**config.mk**
```make
export PLATFORM = sky130hd
export DESIGN_NAME = alu_selftest
export DESIGN_NICKNAME = d
export VERILOG_FILES = /design/src/rtl/alu_pkg.sv /design/src/rtl/alu_selftest_ref.sv /design/src/rtl/alu_selftest.sv
export SDC_FILE = /design/constraint.sdc
export NUM_CORES = 1
export LEC_CHECK = 0
export CORE_MARGIN = 2
export CORE_UTILIZATION = 25
export DETAILED_ROUTE_END_ITERATION = 16
export REMOVE_ABC_BUFFERS = 1
export SLEW_MARGIN = 20
export SYNTH_ARGS = -nofsm -noshare
export SYNTH_HDL_FRONTEND = slang
export SYNTH_SLANG_ARGS = --single-unit
```
**constraint.sdc**
```tcl
create_clock -name clk -period 3 [get_ports clk]
set_clock_uncertainty 0.2 [all_clocks]
set_input_delay 0.45 -clock clk [delete_from_list [all_inputs] [get_ports clk]]
set_output_delay 0.45 -clock clk [all_outputs]
set_load 0.02 [all_outputs]
```
**src/rtl/alu_pkg.sv**
```systemverilog
// Shared types and the ALU reference function used by the self-test sequencer
// and by any future scoreboard that needs the same golden ALU behaviour.
package alu_pkg;

    // Widest operand alu_ref evaluates; callers truncate to their own width.
    localparam int ALU_MAX_W = 32;

    typedef enum logic [1:0] {
        ALU_AND = 2'b00,
        ALU_OR  = 2'b01,
        ALU_ADD = 2'b10,
        ALU_SUB = 2'b11
    } alu_op_t;

    typedef enum logic [2:0] {
        ST_IDLE,
        ST_DRIVE,
        ST_WAIT,
        ST_CHECK,
        ST_DONE
    } bist_state_t;

    // Low result bits depend only on low operand bits, so truncating the
    // wide result gives the correct mod-2^WIDTH answer for any WIDTH.
    function automatic logic [ALU_MAX_W-1:0] alu_ref(
        input alu_op_t              op,
        input logic [ALU_MAX_W-1:0] a,
        input logic [ALU_MAX_W-1:0] b
    );
        logic [ALU_MAX_W-1:0] r;
        case (op)
            ALU_AND: r = a & b;
            ALU_OR:  r = a | b;
            ALU_ADD: r = a + b;
            default: r = a + ~b + ALU_MAX_W'(1);
        endcase
        return r;
    endfunction

endpackage

```
**src/rtl/alu_selftest_ref.sv**
```systemverilog
// Combinational reference ALU: a thin wrapper around alu_pkg::alu_ref.
module alu_ref_model
    import alu_pkg::*;
#(
    parameter int WIDTH = 4
) (
    input  logic [1:0]       op,
    input  logic [WIDTH-1:0] a,
    input  logic [WIDTH-1:0] b,
    output logic [WIDTH-1:0] y
);

    assign y = WIDTH'(alu_ref(alu_op_t'(op), ALU_MAX_W'(a), ALU_MAX_W'(b)));

endmodule

```
**src/rtl/alu_selftest.sv**
```systemverilog
// Built-in self-test sequencer: sweeps every {op, A, B} through the ALU,
// compares against the reference model and reports pass/fail counts.
module alu_selftest
    import alu_pkg::*;
#(
    parameter int WIDTH  = 4,
    parameter int SETTLE = 1,
    parameter int CNT_W  = 2*WIDTH + 3
) (
    input  logic                 clk,
    input  logic                 rst_n,
    input  logic                 start,
    output logic [WIDTH-1:0]     A_num,
    output logic [WIDTH-1:0]     B_num,
    output logic [1:0]           ALUControl,
    input  logic [WIDTH-1:0]     result,
    output logic                 busy,
    output logic                 done,
    output logic [CNT_W-1:0]     pass_count,
    output logic [CNT_W-1:0]     fail_count,
    output logic                 first_fail_valid,
    output logic [2+3*WIDTH-1:0] first_fail_vec
);

    localparam int IDX_W = 2 + 2*WIDTH;
    localparam int VEC_W = 2 + 3*WIDTH;
    // Settle counter runs 0..SETTLE-1; kept at least one bit wide for SETTLE<=1.
    localparam int SET_W = (SETTLE > 1) ? $clog2(SETTLE) : 1;
    localparam logic [SET_W-1:0] SET_LAST = (SETTLE > 0) ? SET_W'(SETTLE - 1) : '0;

    bist_state_t       state_q, state_d;
    logic [IDX_W-1:0]  idx_q, idx_d;
    logic [SET_W-1:0]  settle_q, settle_d;
    logic [1:0]        op_q, op_d;
    logic [WIDTH-1:0]  a_q, a_d;
    logic [WIDTH-1:0]  b_q, b_d;
    logic [CNT_W-1:0]  pass_q, pass_d;
    logic [CNT_W-1:0]  fail_q, fail_d;
    logic              ffv_q, ffv_d;
    logic [VEC_W-1:0]  ffvec_q, ffvec_d;
    logic              busy_q, busy_d;
    logic              done_q, done_d;
    logic [WIDTH-1:0]  ref_y;

    // Reference is taken from the vector actually on the ALU pins.
    alu_ref_model #(.WIDTH(WIDTH)) u_ref (
        .op (op_q),
        .a  (a_q),
        .b  (b_q),
        .y  (ref_y)
    );

    always_comb begin
        // NOTE: every _d starts as its _q so no path through the case infers a latch.
        state_d  = state_q;
        idx_d    = idx_q;
        settle_d = settle_q;
        op_d     = op_q;
        a_d      = a_q;
        b_d      = b_q;
        pass_d   = pass_q;
        fail_d   = fail_q;
        ffv_d    = ffv_q;
        ffvec_d  = ffvec_q;

        case (state_q)
            ST_IDLE, ST_DONE: begin
                if (start) begin
                    state_d  = ST_DRIVE;
                    idx_d    = '0;
                    settle_d = '0;
                    pass_d   = '0;
                    fail_d   = '0;
                    ffv_d    = 1'b0;
                    ffvec_d  = '0;
                end
            end
            ST_DRIVE: begin
                {op_d, a_d, b_d} = idx_q;
                settle_d         = '0;
                state_d          = (SETTLE == 0) ? ST_CHECK : ST_WAIT;
            end
            ST_WAIT: begin
                if (settle_q == SET_LAST) begin
                    settle_d = '0;
                    state_d  = ST_CHECK;
                end else begin
                    settle_d = settle_q + SET_W'(1);
                end
            end
            ST_CHECK: begin
                if (result == ref_y) begin
                    pass_d = pass_q + CNT_W'(1);
                end else begin
                    fail_d = fail_q + CNT_W'(1);
                    if (!ffv_q) begin
                        ffv_d   = 1'b1;
                        ffvec_d = {op_q, a_q, b_q, result};
                    end
                end
                if (&idx_q) begin
                    state_d = ST_DONE;
                end else begin
                    idx_d   = idx_q + IDX_W'(1);
                    state_d = ST_DRIVE;
                end
            end
            default: state_d = ST_IDLE;
        endcase

        // Status flags are registered copies of where the FSM is heading.
        busy_d = (state_d == ST_DRIVE) || (state_d == ST_WAIT) || (state_d == ST_CHECK);
        done_d = (state_d == ST_DONE);
    end

    // NOTE: sequential state uses non-blocking assignments so every flop samples pre-edge values.
    always_ff @(posedge clk or negedge rst_n) begin
        if (!rst_n) begin
            state_q  <= ST_IDLE;
            idx_q    <= '0;
            settle_q <= '0;
            op_q     <= '0;
            a_q      <= '0;
            b_q      <= '0;
            pass_q   <= '0;
            fail_q   <= '0;
            ffv_q    <= 1'b0;
            ffvec_q  <= '0;
            busy_q   <= 1'b0;
            done_q   <= 1'b0;
        end else begin
            state_q  <= state_d;
            idx_q    <= idx_d;
            settle_q <= settle_d;
            op_q     <= op_d;
            a_q      <= a_d;
            b_q      <= b_d;
            pass_q   <= pass_d;
            fail_q   <= fail_d;
            ffv_q    <= ffv_d;
            ffvec_q  <= ffvec_d;
            busy_q   <= busy_d;
            done_q   <= done_d;
        end
    end

    assign A_num            = a_q;
    assign B_num            = b_q;
    assign ALUControl       = op_q;
    assign busy             = busy_q;
    assign done             = done_q;
    assign pass_count       = pass_q;
    assign fail_count       = fail_q;
    assign first_fail_valid = ffv_q;
    assign first_fail_vec   = ffvec_q;

endmodule

```
* After elaboration in Yosys (flattened, before gate mapping) *
Cells that the tools add are included.

cells by class
  add/sub/neg operators = 7
  equality and inequality tests = 16
  reduce and logical (&&, ||, !) cells = 13
  mux-type cells = 22
  bitwise operators = 3

operators with widths
  operator               count
  $pmux 11 s2            2
  $mux 14                3
  $mux 11                3
  $pmux 14 s2            1
  $add 11x1->11 const B  2
  $mux 10                2
  $pmux 10 s2            1
  $eq 3x2->1 const B     4
  $pmux 3 s4             1
  $pmux 4 s3             1
  $add 10x1->10 const B  1
  $ne 2x2->1 const B     5
  $reduce_and 10->1      1
  $mux 3                 3
  $reduce_and 3->1       3
  $add 4x4->4            2
  $eq 3x1->1 const B     2
  $eq 3x3->1 const B     2
  $add 4x1->4 const B    1
  $and 4x4->4            1
  $eq 4x4->1             1
  $not 4->4              1
  $or 4x4->4             1
  $reduce_and 4->1       1
  13 further kinds       16

word-level totals
  output and inout bits = 49
  bits in registers = 63
  bits of input ports = 7
  word-level logic and storage cells = 73

* Depth between registers and ports, before layout *
Gate-level depths: netlist of the first run.

  depth after elaboration = 7
  mapped depth = 12
  mapped depth without buffers = 10

* By module *
A second synthesis of the first run with hierarchy kept.

second synthesis, totals
  cells, all modules = 352
  area, all modules = 3453.3 µm²

by module, submodules not included
  module         seq. area each (µm²)  area an instance (µm²)  cells an instance  times used
  alu_selftest   1551.5                3071.7                  301                1
  alu_ref_model  0.0                   381.6                   51                 1

* Worst setup path before layout of the first run *
Ideal clock, no wire load.

  path kind = reg-to-reg
  from = register a_q[0] (netlist: A_num[0])
  to = register pass_q[10] (netlist: pass_count[10])
  setup time = 69 ps
  stages on the path, launching flop included = 12
  clock period less this slack = 3317 ps
  required time = 2731 ps
  arrival time = 3048 ps
  buffers on the path = 1
  setup slack = -317 ps
  cell sequence = dfrtp_1 -> inv_1 -> ha_1 -> fa_1 -> xnor2_1 -> mux4_2 -> xnor2_2 -> nor3b_2 -> nand2_2 -> buf_6 -> or4_1 -> nand3_1

between the ends
  word-level cells in the longest chain between the ends = 6
  elaborated cells on any way between the ends = 9
  classes of those cells = 3 x add/sub; 2 x eq/ne; 1 x mux; 2 x bitwise; 1 x reduce/logical

RTL lines
  element                              RTL line             RTL
  start, declared                      alu_selftest.sv:35   logic [WIDTH-1:0] a_q, a_d;
  start signal, assigned               alu_selftest.sv:123  a_q <= '0;
  start signal, assigned               alu_selftest.sv:136  a_q <= a_d;
  $add 4x4->4                          alu_pkg.sv:35        default: r = a + ~b + ALU_MAX_W'(1);
  $add 4x1->4                          alu_pkg.sv:35
  $pmux 4 s3 *                         alu_pkg.sv:31        case (op)
  $eq 4x4->1 *                         alu_selftest.sv:92   if (result == ref_y) begin
  $ne 2x2->1 (no source line) *        --
  $reduce_and 3->1 (no source line) *  --
  end signal, assigned                 alu_selftest.sv:138  pass_q <= pass_d;
  end, declared                        alu_selftest.sv:37   logic [CNT_W-1:0] pass_q, pass_d;

Mark *: on every way between the ends. The rest lies on a longest branch, timed or not.
A chain may end at the register's enable or synchronous reset.

* Worst setup path in the final report of the first run *
  from = register b_q[0] (netlist: B_num[0])
  to = register pass_q[5] (netlist: pass_count[5])

between the ends
  word-level cells in the longest chain between the ends = 7
  elaborated cells on any way between the ends = 10
  classes of those cells = 3 x add/sub; 2 x eq/ne; 1 x mux; 3 x bitwise; 1 x reduce/logical

RTL lines
  element                              RTL line             RTL
  start, declared                      alu_selftest.sv:36   logic [WIDTH-1:0] b_q, b_d;
  start signal, assigned               alu_selftest.sv:124  b_q <= '0;
  start signal, assigned               alu_selftest.sv:137  b_q <= b_d;
  $not 4->4                            alu_pkg.sv:35
  $add 4x4->4                          alu_pkg.sv:35
  $add 4x1->4                          alu_pkg.sv:35
  $pmux 4 s3 *                         alu_pkg.sv:31
  $eq 4x4->1 *                         alu_selftest.sv:92
  $ne 2x2->1 (no source line) *        --
  $reduce_and 3->1 (no source line) *  --

Marked as above.

==> results of run 1 <==
-- metrics by stage --
step           hold WS [ns]  util [%]
2_1_floorplan       -0.0456         -
3_3_place_gp          0.277      32.4
3_5_place_dp          0.279      32.4
4_1_cts               0.296      35.9
5_1_grt               0.325      36.8
6_report              0.301      36.8
-- power by group through the flow --
stage	Combinational [W]	Clock, W	Sequential (W)
2_1_floorplan	0.0000833	0	0.00105
3_3_place_gp	0.000327	0	0.000993
3_5_place_dp	0.000333	0	0.000993
4_1_cts	0.000342	0.00102	0.000981
5_1_grt	0.000383	0.00105	0.000994
6_report	0.000353	0.000999	0.000982
-- cell usage in the layout, fill, tap and decap left out, types with 3 or more instances in the layout --
master,count
o21ai_2,3
or4_4,3
xor2_1,6
or2_2,4
nor2b_1,3
clkbuf_8,3
clkbuf_16,9
a21oi_1,4
nand3_2,5
o211ai_1,6
and2_1,3
a21o_1,4
clkdlybuf4s50_1,54
xnor2_1,6
inv_2,4
dfrtp_1,62
o21ai_1,5
inv_1,17
nor3b_1,4
nor2_1,19
ha_1,12
or3_1,6
buf_4,34
mux2i_1,16
a221o_1,3
a21oi_2,3
and3_4,3
nand3b_1,4
a31oi_1,5
nand4_1,4
o21ai_0,15
nand3_1,17
nand2_1,53
buf_6,11
-- what timing repair did --
action	in CTS	in global routing
pin swaps	8	14
setup endpoints to repair	37	37
endpoints found under the hold margin	24	0
buffers inserted	6	4
hold buffers	1	0
gates resized for setup	34	32
cloned	1	0
-- worst max-delay path, stage by stage (launching register included) --
cell and delay [ns]:
dfrtp_1 0.41, ha_2 0.22, inv_2 0.04, fa_2 0.33, xor2_1 0.17, mux4_2 0.49
xnor2_2 0.16, nor3b_2 0.22, buf_4 0.18, nand2_8 0.08, or4_4 0.53, nand3_2 0.07
-- layout make-up --
class	instances	area, sq um
fill	1343	8680
multi-input combinational	261	1940
sequential	62	1550
timing repair buffer	102	955
clock buffer	13	270
tap	180	225
inverter	21	78.8
clock inverter	3	17.5
-- logic make-up (layout without fill, tap and decap cells) --
logic type	after synthesis	in the layout	share of synthesized area [%]
flops	62	62	44.7
mux	22	22	7.21
fa+ha+maj	16	16	6.21
buf+inv	38	139	5.09
compound gates	62	62	11.8
simple gates	147	147	21.2
xor+xnor	14	14	3.75
-- per-layer routing --
metal / up-vias / wire, um
met5: - / 0
met4: 0 / 219
met3: 16 / 303
met2: 50 / 4730
met1: 1488 / 4080
li1: 1450 / -
-- sequential cells by signal, indices dropped and copies added (netlist names) --
| name | cells |
|---|---|
| first_fail_vec | 14 |
| fail_count | 11 |
| pass_count | 11 |
| idx_q | 10 |
| A_num | 4 |
| B_num | 4 |
| state_q | 3 |
| ALUControl | 2 |
| busy | 1 |
| done | 1 |
| first_fail_valid | 1 |
-- path summary, 6_finish.rpt --
kind                                 end  slack (ns)  depth (start not counted)
max                        pass_count[5]       -0.19                         11
max reg2reg                pass_count[5]       -0.19                         11
min reg2reg                   state_q[1]        0.30                          1
min in group asynchronous  fail_count[3]        0.48                          2
min                           state_q[1]        0.30                          1
max in group asynchronous       A_num[3]        1.50                          3
==> impl_metrics.tcl, run 1 <==
set metrics [dict create \
    grt_antenna_before_repair 0 \
    status "finished with violations" \
    dp.cells 616 \
    ys.flop_type "dfrtp_1" \
    grt_pass1_vias 3008 \
    hold_path_class "reg2reg" \
    drtIter0Drc 218 \
    yosysTopAreaCell "dfrtp_1" \
    dr.pass1.iters 4 \
    p_sw_w 0.000633 \
    synth_area_per_cell_sq_um 9.61 \
    clk_pin_slew_ns 0.05 \
    grt_usage_pct 13.2 \
    diodes 0 \
    clk_path_buf_depth 2 \
    p_int_w 0.00170 \
    path_max_fanout 12 \
    dp_slack_ns -0.250 \
    yosys_warnings 0 \
    p_per_area_nw_per_um2 463 \
    cap_violations 0 \
    gp_congestion 0.809 \
    ant_nets 0 \
    wl_um 9330 \
    die_y_um 122 \
    yosysMostFrequentCell "dfrtp_1" \
    synthCells 361 \
    min_period_ns 3.19 \
    globalRouteMet3Util_pct 2.48 \
    power.total_w 0.00233 \
    p_leak_nw 2.14 \
    critical_path_class "reg2reg" \
    worst_slew_pin_slew_ns 0.695 \
    die-area_sq_um 14800 \
    postSynth.asyncResetShare_pct 100 \
    critPathLaunch "B_num[0]" \
    worst_ep_required_time_ns 3.07 \
    p_clk_share_pct 42.8 \
    cts_tree "built" \
    r2r_start "B_num[0]" \
    grt_use_met2_pct 22.0 \
    p_comb_share_pct 15.1 \
    ys_seq_area_share_pct 44.7 \
    core.rowCount 43 \
    final_area_sq_um 5040 \
    ys_top_cells_by_area "dfrtp_1 45%, nand2_1 6.2%, ha_1 5.1%" \
    ir_drop_uv 248 \
    grt_remaining_overflow 0 \
    critical_path_arrival_ns 3.26 \
    wl_per_cell_um 14.5 \
    synth_seq_cells 62 \
    clk-insertion-delay-late_ns 0.33 \
    post-route-period-util_pct 106 \
    seq_power_share_pct 42.1 \
    netlist_area_sq_um 3470 \
    rsz0062_at_grt "true" \
    synthTopCellsByCount "62 x dfrtp_1, 57 x nand2_1, 23 x o21ai_0" \
    core_sq_um 13700 \
    violations "setup timing" \
    drc 0 \
    final.setup.tns_ns -4.11 \
    grt_max_degree 39 \
    setup_viol 34 \
    max_slew_margin_pct 53.5 \
    portBuffers 55 \
    numCtsBuffers 9 \
    ioPinCount 56 \
    grt_pass1_wl_um 15100 \
    hpwl_um 6350 \
    hold_viol_final 0 \
    placed_cell_area_sq_um 4440 \
    slew_viol_final 0 \
    syn2layout_area_growth_pct 45.4 \
    initial_core_util_pct 25.3 \
    critPathLaunchType "flop" \
    final_layout_size_suffix_gt1_share_pct 24.7 \
    nets 480 \
    fp.dieW_um 122 \
    min_from "state_q[2]" \
    cts-root-buf "clkbuf_16" \
    setup_ws_ns -0.185 \
    htree_levels 3 \
    swShare_pct 27.1 \
    vias 3004 \
    synth_edf_count 0 \
    fmax_ghz 0.314 \
    instances_no_fill 642 \
    grt_use_met1_pct 16.4 \
    endpoint_kind "flop" \
    vias_per_cell 4.68 \
    ys_types 52 \
    synth.top_cell.area_share_pct 44.7 \
    cts_sinks 62 \
    grt_busiest_layer "met2" \
]
Note: power is estimated with default switching activity, not from simulation.
==> run 2: changes to the inputs <==
==> constraint.sdc (replaced) <==
create_clock -name clk -period 3.41 [get_ports clk]
set_clock_uncertainty 0.2 [all_clocks]
set_input_delay 0.5115 -clock clk [delete_from_list [all_inputs] [get_ports clk]]
set_output_delay 0.5115 -clock clk [all_outputs]
set_load 0.005 [all_outputs]
==> run 2 against run 1 <==
The run now ends clean; clock-buffer cell count decreased by 4; via count shrank 6.1%; cell area fell by 9.6%; sequential share of layout area rose by 3.3 points; sequential power down 12%; non-clock buffer count down 34; clock power fell by 7.9%; combinational power fell by 38%; power is 14% lower; critical path depth rose by 1.
==> impl_metrics.tcl, run 2 (synthesis gave the netlist of run 1 again) <==
set metrics [dict create \
    r2r_setup_slack_ns 0.16 \
    slowest_stage "mux4_2" \
    clk_path_buf_depth 2 \
    path_cells "ha_2, inv_1, fa_1, xor2_1, mux4_2, xnor2_2, nor3b_2, buf_4, and2_1, nor3_4, buf_12, mux2i_1" \
    die-area_sq_um 14800 \
    hold_buffers 0 \
    instances_no_fill 608 \
    power.total_w 0.00200 \
    core.rowCount 43 \
    finish.utilization_pct 33.2 \
    grt_remaining_overflow 0 \
    hold_path_class "in2async" \
    diodes 0 \
    vias_per_cell 4.64 \
    endpoint_kind "flop" \
    p_sw_w 0.000504 \
    wl_um 8500 \
    grt_antenna_before_repair 0 \
    dr.pass1.iters 4 \
    drc 0 \
    setup_viol 0 \
    wl_per_cell_um 14.0 \
    path_max_fanout 14 \
    layout_commonest_cell "dfrtp_1" \
    ant_nets 0 \
    hold_viol_final 0 \
    core_sq_um 13700 \
    crit_family "multiplexers" \
    initial_core_util_pct 25.3 \
    critPathLaunchType "flop" \
    largest_reg_flops 14 \
    grt_pass1_vias 2703 \
    hpwl_um 6050 \
    portBuffers 55 \
    critical_path_class "reg2reg" \
    swShare_pct 25.2 \
    status "completed" \
    worst_ep_required_time_ns 3.46 \
    gp_congestion 0.787 \
    fmax_ghz 0.308 \
    critical_path_arrival_ns 3.30 \
    nFillCells 1372 \
    grt_pass1_wl_um 13600 \
    vias 2822 \
    r2r-end "first_fail_vec[12]" \
    p_comb_share_pct 10.9 \
    nets 446 \
    p_per_area_nw_per_um2 439 \
    post-route-period-util_pct 95.3 \
    slowest_delay_ns 0.50 \
    syn2layout_area_growth_pct 31.4 \
    p_int_w 0.00150 \
    final_layout_size_suffix_gt1_share_pct 11.7 \
    r2r_start "B_num[0]" \
    drtIter0Drc 271 \
    reg2reg_depth 12 \
    grt_usage_pct 11.8 \
    seq_power_share_pct 43.0 \
    min_period_ns 3.25 \
    ioPinCount 56 \
    ir_drop_uv 249 \
    worst_slew_pin_slew_ns 0.816 \
    numCtsBuffers 9 \
    grt_max_degree 37 \
    fp.dieW_um 122 \
    htree_levels 3 \
    die_y_um 122 \
    clk_pin_slew_ns 0.06 \
    slew_viol_final 0 \
    cts_tree "built" \
    p_leak_nw 1.90 \
    p_clk_share_pct 46.0 \
    cts_sinks 62 \
    cts-root-buf "clkbuf_16" \
    max_slew_margin_pct 45.6 \
    timing.critical_path.buf_inv 3 \
    timing.hold.ws_ns 0.0730 \
    final.setup.tns_ns 0 \
    layout_common_cells "62 x dfrtp_1, 57 x nand2_1, 54 x clkdlybuf4s50_1, 23 x o21ai_0, 22 x nand3_1" \
    dp.cells 591 \
    cap_violations 0 \
    clk-insertion-delay-late_ns 0.34 \
]
run 2: what timing repair did:
action,4_1_cts,5_1_grt
gates resized for setup,0,2
hold endpoints to repair,0,0
buffers inserted,0,1
endpoints found under the setup margin,0,9
run 2: power groups by stage:
stage | clock network (W) | logic (W) | registers [W]
after floorplan | 0 | 0.0000735 | 0.000861
after global placement | 0 | 0.000220 | 0.000871
after detailed placement | 0 | 0.000222 | 0.000874
after CTS | 0.000941 | 0.000222 | 0.000862
after global routing | 0.000965 | 0.000243 | 0.000873
final | 0.000920 | 0.000219 | 0.000860
run 2: per-layer routing:
layer	GRT usage [%]	up-vias	share of wire, %
li1	-	1383	-
met1	15.4	1372	46
met2	18.5	53	48
met3	2.39	14	4.0
met4	5.89	0	2.4
met5	0	-	0
run 2: area by class of cell:
class,instances,area [sq um],area share (%)
inverter,21,78.8,1.73
tap,180,225,4.94
timing repair buffer,68,656,14.4
clock inverter,7,73.8,1.62
sequential,62,1550,34.0
multi-input combinational,261,1750,38.3
clock buffer,9,225,4.94
run 2: metrics by stage:
stage / area, sq um / setup slack [ns]
4_1_cts: 4540 / 0.0595
5_1_grt: 4560 / -0.0265
3_5_place_dp: 4240 / 0.0785
2_1_floorplan: 3370 / 0.0867
3_3_place_gp: 4240 / 0.194
6_report: 4560 / 0.161
run 2: worst register-to-register path, cell delays in order, from the launching register on:
cell     delay [ns]
dfrtp_1        0.39
ha_2           0.21
inv_1          0.06
fa_1           0.39
xor2_1         0.17
mux4_2         0.50
xnor2_2        0.19
nor3b_2        0.08
buf_4          0.15
and2_1         0.20
nor3_4         0.20
buf_12         0.20
mux2i_1        0.23
run 2: worst max path at each step:
stage | startpoint | end | slack (ns) | depth (start not counted)
final | B_num[0] | first_fail_vec[12] | 0.16 | 12
after global routing | A_num[0] | pass_count[10] | -0.03 | 11
after CTS | B_num[0] | pass_count[10] | 0.06 | 11
after detailed placement | B_num[0] | pass_count[10] | 0.08 | 11
after global placement | B_num[0] | pass_count[4] | 0.19 | 11
after floorplan | A_num[0] | fail_count[7] | 0.09 | 10
==> run 3: changes to the inputs <==
--- a/config.mk
+++ b/config.mk
@@ -8,8 +8,8 @@
 export CORE_MARGIN = 2
 export CORE_UTILIZATION = 25
 export DETAILED_ROUTE_END_ITERATION = 16
+export RECOVER_POWER = 50
 export REMOVE_ABC_BUFFERS = 1
-export SLEW_MARGIN = 20
 export SYNTH_ARGS = -nofsm -noshare
 export SYNTH_HDL_FRONTEND = slang
 export SYNTH_SLANG_ARGS = --single-unit
==> run 3 against run 2 <==
The flow now finishes with violations (capacitance limit, slew limit); power hardly changed; via count is 0.32% higher; global-route usage is the same; register-to-register slack about the same; core utilization down 0.055 points; critical path depth unchanged; first-iteration DRC count increased by 1.1%; combinational power about the same; routed wire length is essentially flat; sequential share of layout area is 0.056 points higher; final cell count stayed put; critical endpoint unchanged; largest cell class unchanged; largest power group unchanged; highest routed layer unchanged.
==> impl_metrics.tcl, run 3 (synthesis gave the netlist of run 1 again) <==
set metrics [dict create \
    portBuffers 55 \
    critPathLaunchType "flop" \
    nFillCells 1374 \
    worst_ep_required_time_ns 3.46 \
    p_sw_w 0.000504 \
    p_leak_nw 1.91 \
    grt_usage_pct 11.8 \
    critical_path_class "reg2reg" \
    fmax_ghz 0.308 \
    grt_use_met2_pct 18.5 \
    layout_common_cells "62 x dfrtp_1, 57 x nand2_1, 45 x clkdlybuf4s50_1, 23 x o21ai_0, 22 x nand3_1" \
    placed_cell_area_sq_um 4240 \
    p_clk_share_pct 46.1 \
    grt_remaining_overflow 0 \
    numCtsBuffers 9 \
    globalRouteMet3Util_pct 2.39 \
    core.rowCount 43 \
    grt_use_met1_pct 15.4 \
    cts_tree "built" \
    min_period_ns 3.25 \
    drtIter0Drc 274 \
    r2r_setup_slack_ns 0.16 \
    cap_violations 1 \
    fp.dieW_um 122 \
    p_per_area_nw_per_um2 439 \
    diodes 0 \
    core_sq_um 13700 \
    clk_pin_slew_ns 0.06 \
    vias 2831 \
    hpwl_um 6050 \
    swShare_pct 25.2 \
    ioPinCount 56 \
    clk-insertion-delay-late_ns 0.34 \
    largest_reg_flops 14 \
    htree_levels 3 \
    seq_power_share_pct 43.0 \
    grt_antenna_before_repair 0 \
    hold_path_class "reg2reg" \
    p_int_w 0.00149 \
    hold_viol_final 0 \
    gp_congestion 0.787 \
    grt_busiest_layer "met2" \
    post-route-period-util_pct 95.3 \
    p_comb_share_pct 10.9 \
    wl_per_cell_um 14.0 \
    final_area_sq_um 4550 \
    setup_viol 0 \
    max_slew_margin_pct -29.8 \
    clk_path_buf_depth 2 \
    cts_sinks 62 \
    dr.pass1.iters 4 \
    slowest_stage "mux4_2" \
    path_cells "ha_2, inv_1, fa_1, xor2_1, mux4_2, xnor2_2, nor3b_2, buf_4, and2_1, nor3_4, buf_12, mux2i_1" \
    final_layout_size_suffix_gt1_share_pct 11.2 \
    ant_nets 0 \
    worst_slew_pin_slew_ns 1.95 \
    initial_core_util_pct 25.3 \
    grt_pass1_wl_um 13600 \
    ir_drop_uv 249 \
    seqCellArea_sq_um 1550 \
    grt_pass1_vias 2703 \
    layout_commonest_cell "dfrtp_1" \
    wl_um 8490 \
    cts-root-buf "clkbuf_16" \
    min_from "state_q[2]" \
    final.setup.tns_ns 0 \
    syn2layout_area_growth_pct 31.2 \
    nets 446 \
    multi_input_comb_area_sq_um 1750 \
    critical_path_arrival_ns 3.30 \
    die-area_sq_um 14800 \
    die_y_um 122 \
    status "finished with violations" \
    hold_buffers 0 \
    r2r_start "B_num[0]" \
    vias_per_cell 4.66 \
    endpoint_kind "flop" \
    drc 0 \
    slew_viol_final 37 \
    slowest_delay_ns 0.50 \
    violations "capacitance limit, slew limit" \
    path_max_fanout 14 \
    grt_max_degree 37 \
    critPathLaunch "B_num[0]" \
]
[run 3: cell types whose count changed in the layout (fill, tap and decap cells not counted)]
cell             previous run  this run
clkdlybuf4s50_1            54        45
dlygate4sd3_1               0         9
buf_4                      12        10
clkbuf_1                    0         2
buf_2                       1         0
clkbuf_2                    0         1
[run 3: metal layers]
layer / vias to the layer above / part of all wire (%)
met5: - / 0
met4: 0 / 2.4
met3: 14 / 4.1
met2: 58 / 48
met1: 1374 / 46
li1: 1385 / -
[run 3: cell type report]
cell class	instances	area share [%]
repair buffers	68	14.2
clock buffers	9	4.95
well taps	180	4.95
flip-flops and latches	62	34.1
multi-input cells	261	38.4
inverters	21	1.73
clock inverters	7	1.62
[run 3: per-stage QoR]
| step | hold WS, ns | setup WS [ns] | power [W] | instances | utilization, % |
|---|---|---|---|---|---|
| 6_report | 0.302 | 0.161 | 0.00200 | 608 | 33.2 |
| 2_1_floorplan | 0.0159 | 0.0867 | 0.000934 | 344 | - |
| 5_1_grt | 0.321 | -0.0265 | 0.00208 | 608 | 33.2 |
| 4_1_cts | 0.107 | 0.0595 | 0.00203 | 607 | 33.1 |
| 3_5_place_dp | 0.291 | 0.0785 | 0.00110 | 591 | 30.9 |
| 3_3_place_gp | 0.272 | 0.194 | 0.00109 | 591 | 30.9 |
[run 3: worst paths after layout]
path,to,cells past startpoint
setup / recovery,first_fail_vec[12],12
setup reg to reg,first_fail_vec[12],12
min in group asynchronous,pass_count[1],1
hold / removal,state_q[1],1
max in group asynchronous,idx_q[7],2
hold reg to reg,state_q[1],1
[run 3: power by group through the flow]
stage | combinational, W | sequential (W) | clock [W]
after floorplan | 0.0000735 | 0.000861 | 0
after global placement | 0.000220 | 0.000871 | 0
after detailed placement | 0.000222 | 0.000874 | 0
after CTS | 0.000222 | 0.000862 | 0.000941
after global routing | 0.000241 | 0.000872 | 0.000965
final | 0.000217 | 0.000860 | 0.000921
[run 3: worst max-delay path: cells and delay by family, from the launching register on]
family	cells	cell delay, ns
adders and majority gates	2	0.59
DFF	1	0.39
buffers and inverters	3	0.41
muxes	2	0.72
and+or+nand+nor	3	0.48
xor gates and xnor gates	2	0.36
[run 3: timing repair]
| action | 4_1_cts | 5_1_grt |
|---|---|---|
| endpoints found under the setup margin | 0 | 9 |
| hold endpoints to repair | 0 | 0 |
| setup buffers | 0 | 1 |
| resized for setup | 0 | 2 |
==> edit: new RTL, settings of run 2 <==
Remove the register `busy_q`: a continuous assignment takes its place, so the output `busy` follows one clock earlier.
--- a/src/rtl/alu_selftest.sv
+++ b/src/rtl/alu_selftest.sv
@@ -126,7 +126,6 @@
             fail_q   <= '0;
             ffv_q    <= 1'b0;
             ffvec_q  <= '0;
-            busy_q   <= 1'b0;
             done_q   <= 1'b0;
         end else begin
             state_q  <= state_d;
@@ -139,10 +138,11 @@
             fail_q   <= fail_d;
             ffv_q    <= ffv_d;
             ffvec_q  <= ffvec_d;
-            busy_q   <= busy_d;
             done_q   <= done_d;
         end
     end
+
+    assign busy_q = busy_d;
 
     assign A_num            = a_q;
     assign B_num            = b_q;
Function: changed (a bounded check fails within 4 cycles, from zero or initial values and one cycle with rst_n low).
==> edit against run 2 <==
  * Cell area increased by 1.6%
  * Power up 0.94%
  * Wire length rose by 4.2%
  * Clock power up 2.5%
  * Hold slack lost 24 ps
  * Worst setup slack worse by 12 ps
  * Combinational power grew 4%
  * Critical path depth stayed put
  * Sequential cell count is 1 lower
  * Area after synthesis decreased by 0.72%
  * Largest power group unchanged
==> edit: results (changes against run 2) <==
Critical path
  • FF-to-FF End: first_fail_vec[4]
  • Flop-to-flop setup slack: 150 ps
  • Launch point of the worst reg-to-reg path: A_num[0]
  • Startpoint Class: register
  • Cells on worst reg2reg path: 12 (unchanged)
  • WP data arrival: 3320 ps (+20 ps)
  • CP Max Fanout: 7 (-7)

Layout
  • Max FFs per register: 14 (unchanged)
  • Fillers: 1348 (-1.7%)
  • Nets: 449 (+0.67%)
  • Share of cells above drive strength 1: 14.8% (+3.2 points)

Global routing
  • Largest net degree at the start of global routing: 35 (-5.4%)
  • First-pass GRT wire length: 14.2 mm (+4.6%)
  • Total global-route track usage: 12.4% (+0.60 points)
  • Vias in the first global route: 2787 (+3.1%)

Yosys
  • Netlist cell types: 52 (unchanged)
  • Yosys warnings: 0 (unchanged)
  • Register area share after synthesis: 44.3% (-0.40 points)
  • Synth top cells by count: dfrtp_1, nand2_1, o21ai_0
  • Post-synth ARST share: 100% (unchanged)
  • Cells after Synth: 360 (-0.28%)
  • Synth top area cells: dfrtp_1, nand2_1, ha_1

Route
  • Wire per inst: 14.6 um (+4.4%)
  • Via count: 2855 (+1.2%)
  • Iter 0 DRT Violations: 202 (-25%)
  • Post-Route WL: 8.85 mm (+4.2%)

Status
  • Status: finished clean

Placed design
  • Post-Place Cells: 586 (-0.85%)
  • Routability cong.: 0.769 (-2.3%)
  • DP Wirelength: 6.23 mm (+3.1%)
  • Pre-CTS setup slack: 30.9 ps (-47.6 ps)
  • IO buf count: 55 (unchanged)

Timing
  • Setup Viol. Count Final: 0 (unchanged)
  • Tightest Pin Transition: 749 ps (-67.4 ps)
  • Setup TNS: 0 ps (unchanged)

Clocking
  • Clock buffer depth: 2 (unchanged)
  • Number of CTS-inserted buffers: 9 (unchanged)
  • # H-tree levels: 3 (unchanged)
  • Worst-path clk slew: 50 ps
  • Clock root buffer: clkbuf_16

Power
  • Pleak: 1.93 nW (+1.2%)
  • Peak VDD IR: 0.252 mV (+1.2%)

Hold path
  • Worst hold path type: input pin to asynchronous set/reset pin
[edit: how the worst max path moves through the flow]
stage	slack, ps	cells past startpoint	to
finish	150	12	first_fail_vec[4]
global route	-20	11	pass_count[5]
CTS	30	11	pass_count[3]
detailed placement	30	11	pass_count[4]
global placement	150	11	pass_count[3]
floorplan	90	10	fail_count[7]
[edit: timing repair]
action,in CTS,in global routing
hold endpoints to repair,0,0
resized for setup,0,15
setup buffers,0,4
endpoints found under the setup margin,0,31
[edit: area by class of cell]
class | count | share of cell area [%]
inverters | 21 | 1.70
multi-input cells | 261 | 38.7
well taps | 176 | 4.75
flip-flops and latches | 61 | 33.0
clock buffers | 11 | 5.46
repair buffers | 72 | 15.2
clock inverters | 5 | 1.27
[edit: kinds of logic after synthesis]
| family | synth area share, % |
|---|---|
| fa+ha+maj | 6.25 |
| compound gates | 11.9 |
| flops | 44.3 |
| mux | 7.27 |
| simple gates | 21.4 |
| xor+xnor | 3.78 |
| buf+inv | 5.12 |
[edit: stage by stage]
step	area, um^2	hold WS [ps]
floorplan	3350	15.9
global placement	4210	272
detailed placement	4210	287
CTS	4530	75.8
global route	4630	120
finish	4630	49.0
[edit: metal layers]
| metal | wire length, um | GRT usage (%) |
|---|---|---|
| met1 | 4020 | 15.8 |
| met2 | 4310 | 20.3 |
| met3 | 388 | 2.96 |
| met4 | 134 | 4.53 |
| met5 | 0 | 0 |
[edit: critical path, cell delays in order, from the launching register on]
cell       delay, ps
dfrtp_1          380
ha_2             210
inv_1             60
fa_2             340
xor2_1           180
mux4_2           510
xnor2_2          210
nor3b_2           80
buf_4            170
and2_4           180
nor3_4           250
clkbuf_16        240
mux2i_1          180
[edit: power by group]
part | internal [mW] | switching, mW
sequential | 0.777 | 0.0711
clock | 0.605 | 0.338
combinational | 0.143 | 0.0837
total | 1.53 | 0.493
